==> config.mk <==
export PLATFORM = sky130hd
export DESIGN_NAME = gshare_predictor
export DESIGN_NICKNAME = d
export VERILOG_FILES = /design/src/rtl/gshare_predictor.sv
export SDC_FILE = /design/constraint.sdc
export NUM_CORES = 1
export LEC_CHECK = 0
export ABC_CLOCK_PERIOD_IN_PS = 4900
export BUFFER_PORTS_ARGS = -buffer_cell sky130_fd_sc_hd__buf_2
export CAP_MARGIN = 0
export CORE_UTILIZATION = 45
export DETAILED_ROUTE_END_ITERATION = 8
export GPL_ROUTABILITY_DRIVEN = 0
export PLACE_DENSITY = 0.7
export SYNTH_ARGS = -nofsm -noshare
export SYNTH_HDL_FRONTEND = slang
export SYNTH_SLANG_ARGS = --single-unit
==> constraint.sdc <==
create_clock -name clk -period 4.9 [get_ports clk]
set_input_delay 0.98 -clock clk [delete_from_list [all_inputs] [get_ports clk]]
set_output_delay 0.98 -clock clk [all_outputs]
set_load 0.01 [all_outputs]
==> src/rtl/gshare_predictor.sv <==
`default_nettype none
// ============================================================================
// Module      : gshare_predictor
// Description : Gshare branch direction predictor. Fetch side indexes a table
//               of 2-bit saturating counters with PC ^ GHR and returns a
//               combinational prediction; EX side trains the counters and
//               repairs the speculative global history on a misprediction.
//               Optional statistics counters are enabled with the macro
//               BPU_STATS_EN (adds br_count / mp_count outputs).
// Revision    : 1.0 - initial release
// ============================================================================
module gshare_predictor #(
    parameter int HIST_W = 3,
    parameter int PC_W   = 10
) (
    input  logic              clk,
    input  logic              rst,            // asynchronous, active low
    // fetch-side query
    input  logic              Branch_F,
    input  logic              hold,
    input  logic [PC_W-1:0]   brn_pc,
    output logic              prediction,
    output logic [HIST_W-1:0] state_index,
    output logic [HIST_W-1:0] hist_F,
    // execute-side resolution
    input  logic              Branch_EX,
    input  logic              taken,
    input  logic              prediction_EX,
    input  logic [HIST_W-1:0] prev_idx,
    input  logic [HIST_W-1:0] hist_EX,
`ifdef BPU_STATS_EN
    output logic [15:0]       br_count,
    output logic [15:0]       mp_count,
`endif
    output logic              mispredict
);

    localparam int c_DEPTH = 1 << HIST_W;

    logic [HIST_W-1:0] r_ghr;
    logic [1:0]        r_ctr [c_DEPTH];

    // Only the low PC bits take part in the hash.
    logic w_unused_pc;
    assign w_unused_pc = &{1'b0, brn_pc[PC_W-1:HIST_W]};

    // Query path: purely combinational, no bypass from a same-cycle update.
    assign state_index = brn_pc[HIST_W-1:0] ^ r_ghr;
    assign prediction  = r_ctr[state_index][1];
    assign hist_F      = r_ghr;
    assign mispredict  = Branch_EX & (prediction_EX ^ taken);

    // One saturating counter per table entry, trained when EX resolves to it.
    generate
        for (genvar i = 0; i < c_DEPTH; i++) begin : g_ctr
            localparam logic [HIST_W-1:0] c_IDX = HIST_W'(i);
            // Train this entry toward the resolved direction.
            always_ff @(posedge clk or negedge rst) begin
                if (!rst) begin
                    r_ctr[i] <= 2'b01;
                end else if (Branch_EX && (prev_idx == c_IDX)) begin
                    if (taken) begin
                        if (r_ctr[i] != 2'b11) r_ctr[i] <= r_ctr[i] + 2'd1;
                    end else begin
                        if (r_ctr[i] != 2'b00) r_ctr[i] <= r_ctr[i] - 2'd1;
                    end
                end
            end
        end
    endgenerate

    // GHR: repair on mispredict wins over the (wrong-path) speculative shift.
    always_ff @(posedge clk or negedge rst) begin
        if (!rst) begin
            r_ghr <= '0;
        end else if (mispredict) begin
            r_ghr <= {hist_EX[HIST_W-2:0], taken};
        end else if (Branch_F && !hold) begin
            r_ghr <= {r_ghr[HIST_W-2:0], prediction};
        end
    end

`ifdef BPU_STATS_EN
    logic [15:0] r_br_count;
    logic [15:0] r_mp_count;

    // Saturating count of resolved branches.
    always_ff @(posedge clk or negedge rst) begin
        if (!rst) begin
            r_br_count <= '0;
        end else if (Branch_EX && (r_br_count != 16'hFFFF)) begin
            r_br_count <= r_br_count + 16'd1;
        end
    end

    // Saturating count of mispredicted branches.
    always_ff @(posedge clk or negedge rst) begin
        if (!rst) begin
            r_mp_count <= '0;
        end else if (mispredict && (r_mp_count != 16'hFFFF)) begin
            r_mp_count <= r_mp_count + 16'd1;
        end
    end

    assign br_count = r_br_count;
    assign mp_count = r_mp_count;
`endif

endmodule
`default_nettype wire
## Word-level counts from Yosys, hierarchy flattened

Cells that the tools add are included.

- Register bits: 19
- Word-level logic and storage cells: 118
- Output and inout port bits: 8

- Bitwise gates (word level): 4
- $lt $le $gt $ge: 1
- Muxes and demuxes: 29
- Equality and inequality tests: 23
- Add/sub/neg operators: 16
- Reductions and logical operators: 36

Operators by type and width:

| kind | count |
|---|---|
| $mux W2 | 26 |
| $reduce_bool A2 Y1 | 17 |
| $reduce_and A3 Y1 | 8 |
| $add A2 B1 Y2 const B | 8 |
| $ne A2 B1 Y1 const B | 8 |
| $ne A2 B2 Y1 const B | 8 |
| $sub A2 B1 Y2 const B | 8 |
| $eq A3 B3 Y1 const B | 4 |
| $logic_and A1 B1 Y1 | 9 |
| $bmux W2 S3 | 1 |
| $eq A3 B2 Y1 const B | 2 |
| $mux W3 | 2 |
| $ge A4 B4 Y1 const B | 1 |
| $not A3 Y4 | 1 |
| $eq A3 B1 Y1 const B | 1 |
| $logic_not A3 Y1 | 1 |
| $xor A3 B3 Y3 | 1 |
| $and A1 B1 Y1 | 1 |
| $logic_not A1 Y1 | 1 |
| $xor A1 B1 Y1 | 1 |

## Longest topological paths before layout

- Depth in word-level cells: 7
- Gate-level depth with buffers: 5
- Gate-level depth less buffers: 5

## Worst setup path before layout

Ideal clock, no wire load.

- Path type: input to output
- From: in brn_pc[2]
- To: out prediction
- Arrival: 2,163 ps
- Required time: 3,920 ps
- Path slack: 1,757 ps
- Stages: 4
- Path through: xor2_1 -> mux4_1 -> mux2i_1 -> inv_1

- Word-level cells in the longest chain between the ends: 5

Ends and longest elaborated chain:

| item | line | text |
|---|---|---|
| from (decl) | 21 | `input logic [PC_W-1:0] brn_pc,` |
| $xor A3 B3 Y3 | 48 | `assign state_index = brn_pc[HIST_W-1:0] ^ r_ghr;` |
| $not A3 Y4 (implied by the code) | 49 | `assign prediction = r_ctr[state_index][1];` |
| $bmux W2 S3 | 49 |  |
| $mux W2 (implied by the code) (2 in series) | 49 |  |
| to (decl) | 22 | `output logic prediction,` |

No other way between the ends. The select of a mux whose other input is x is not followed.

## Final worst setup path

Same ends and word-level chain as after synthesis.

==> results.py <==
metrics = {
    "timing": {
        "fin_crit_ps": 3280,
        "tightestPinTransition_ps": 421,
        "finalSetupTns_ps": 0,
        "setup_ws_ps": 1620,
        "max_freq_mhz": 305,
        "hold_viol": 0,
        "slew_headroom": 0.719,
        "fin_hold_ws_ps": 518,
        "maxSlewViolCount": 0,
        "skew_ps": 4.76,
        "period_share": 0.670,
        "setup_viol": 0,
        "rsz0062_at_grt": "no",
    },
    "layout": {
        "final_layout_size_suffix_gt1_frac": 0.242,
        "syn_to_final_growth_pct": 14.6,
        "num-fill-cells": 205,
        "final_nets": 173,
        "antenna_cells": 0,
        "final_cells": 177,
    },
    "logic_synthesis": {
        "yosys_warnings": 0,
        "ys_types": 29,
        "avgSynthCellArea_um2": 8.97,
        "syn_inst": 125,
        "ys_ff_latch": 19,
        "ys_seq_area_frac": 0.433,
        "syn_area_um2": 1120,
        "synth_nets": 148,
    },
    "placed_design": {
        "preCtsSetupSlack_ps": 1590,
        "io_buffers": 22,
        "hpwl_mm": 1.77,
        "dp_cells": 173,
    },
    "clock_tree": {
        "cts_max_path_buffers": 2,
        "cts_tree": "built",
        "cts_max_level": 1,
        "cts_sinks": 19,
        "ctsResizeCount": 0,
        "root_buffer": "clkbuf_4",
        "ctsHoldBuffers": 0,
        "cts_buffers": 3,
        "cts_setup_buffers": 0,
        "clkTransAtPathRegs_ps": 110,
        "clk_latency_ps": 300,
    },
    "route": {
        "vias": 1009,
        "first_iter_violations": 29,
        "drt-total-wl_mm": 2.39,
        "wire_per_inst_um": 13.5,
        "vias_per_cell": 5.70,
        "drc": 0,
        "ant_nets": 0,
        "dr.pass1.iters": 4,
    },
    "floorplanning": {
        "initial_core_util": 0.493,
        "row_count": 17,
        "die_area_um2": 2690,
        "dieWidth_um": 51.9,
        "io_pins": 31,
        "die_h_um": 51.9,
        "coreArea_um2": 2280,
    },
    "critical_path": {
        "rr_worst_depth": 5,
        "reg2reg_to": "hist_F[0]$_DFFE_PN0P_",
        "r2r-start": "hist_F[2]$_DFFE_PN0P_",
        "startpoint_type": "primary input",
        "cp-end-kind": "output port",
        "path_max_fanout": 3,
        "cp_data_required_time_ps": 3920,
        "r2r_slack_ps": 3060,
        "path_class": "in -> out",
        "critPathArrivalTime_ps": 2300,
    },
    "hold_path": {
        "hold_end": "r_ctr[6]$_DFFE_PN1P_",
        "hold_class": "reg -> reg",
        "hold_depth": 2,
        "worstHoldStart": "r_ctr[6]$_DFFE_PN1P_",
    },
    "power": {
        "clkPwrFrac": 0.194,
        "p_total_uw": 410,
        "p_int_uw": 278,
        "ir_drop_v": 0.000188,
        "p_seq_frac": 0.574,
        "p_sw_uw": 132,
        "p_sw_frac": 0.322,
        "powerDensity_nw_per_um2": 319,
        "p_comb_frac": 0.231,
        "p_leak_nw": 0.519,
    },
    "global_route": {
        "grt_overflow": 0,
        "grt_max_degree": 20,
        "track_usage": 0.210,
        "grt_pass1_vias": 909,
        "grt_pass1_wl_mm": 4.06,
        "antenna_found_initial": 0,
    },
    "run_status": {
        "outcome": "finished, final reports clean",
    },
    "run": {
        "drv_cap": 0,
    },
}
cells in the mapped netlist:
library cell | instances | area, um2
inv_1 | 7 | 26.3
clkbuf_1 | 2 | 7.51
a41oi_1 | 1 | 8.76
dfstp_2 | 8 | 210
o211ai_1 | 2 | 15.0
o211a_1 | 1 | 10.0
a211oi_1 | 1 | 7.51
and2_1 | 1 | 6.26
a21oi_1 | 14 | 70.1
o21a_1 | 1 | 7.51
a221o_1 | 1 | 10.0
nand2_1 | 11 | 41.3
o31ai_1 | 4 | 30.0
nand3b_1 | 3 | 22.5
mux4_1 | 2 | 52.6
xnor2_1 | 1 | 8.76
nand3_1 | 1 | 5.00
o221a_2 | 1 | 11.3
nor2b_1 | 2 | 12.5
nand2b_1 | 4 | 25.0
xor2_1 | 3 | 26.3
o21ai_0 | 18 | 90.1
or2_2 | 2 | 12.5
nor2_1 | 13 | 48.8
nor3_1 | 3 | 15.0
dfrtp_1 | 11 | 275
nor3b_1 | 1 | 7.51
mux2i_1 | 4 | 40.0
o41ai_1 | 2 | 17.5
critical path: stages:
cell     delay (ps)
buf_2           100
xor2_1          250
mux4_1          590
mux2i_1         200
inv_1            50
buf_2           130
kinds of logic (layout without fill, tap and decap cells):
logic type,count (synthesis),after routing,share of synthesized area
compound gates,46,46,0.248
xor+xnor,4,4,0.0313
buf+inv,9,33,0.0301
flops,19,19,0.433
mux,6,6,0.0826
simple gates,41,41,0.175
metal layers:
| metal | part of all wire | up-vias | track usage |
|---|---|---|---|
| li1 | - | 501 | - |
| met1 | 0.45 | 475 | 0.265 |
| met2 | 0.47 | 29 | 0.348 |
| met3 | 0.051 | 4 | 0.0292 |
| met4 | 0.019 | 0 | 0.108 |
| met5 | 0 | - | 0 |
power groups by stage:
| stage | Combinational [mW] | Clock (mW) | Sequential [mW] |
|---|---|---|---|
| finish | 0.0947 | 0.0797 | 0.235 |
| global route | 0.108 | 0.0886 | 0.241 |
| CTS | 0.0960 | 0.0815 | 0.235 |
| detailed placement | 0.0961 | 0 | 0.237 |
| global placement | 0.0924 | 0 | 0.234 |
| floorplan | 0.0621 | 0 | 0.232 |
stage by stage:
stage / utilization / area, um2
after floorplan: - / 1120
after global placement: 0.553 / 1260
after detailed placement: 0.553 / 1260
after CTS: 0.565 / 1280
after global routing: 0.565 / 1280
final: 0.565 / 1280
registers in the layout, summed over array words and instances, names as in the netlist:
name,count
r_ctr,16
hist_F,3
layout by cell type, fill, tap and decap left out, types with 4 or more instances in the layout:
| master | count |
|---|---|
| dfrtp_1 | 11 |
| inv_1 | 7 |
| o21ai_0 | 18 |
| o31ai_1 | 4 |
| a21oi_1 | 14 |
| dfstp_2 | 8 |
| nand2b_1 | 4 |
| mux2i_1 | 4 |
| nand2_1 | 11 |
| nor2_1 | 13 |
| buf_2 | 22 |
worst max path at each step:
stage,start,to,cells past startpoint
2_1_floorplan,brn_pc[2],prediction,4
3_3_place_gp,brn_pc[2],prediction,6
3_5_place_dp,brn_pc[2],prediction,6
4_1_cts,brn_pc[2],prediction,6
5_1_grt,brn_pc[2],prediction,6
6_report,brn_pc[2],prediction,6
cell type report:
cell class / instances / area [um2] / area share
timing repair buffer: 22 / 110 / 0.0857
tap: 28 / 35.0 / 0.0273
multi-input combinational: 97 / 602 / 0.468
inverter: 7 / 26.3 / 0.0204
clock buffer: 4 / 26.3 / 0.0204
sequential: 19 / 485 / 0.378
No activity file was read; power rests on OpenSTA's default activity.
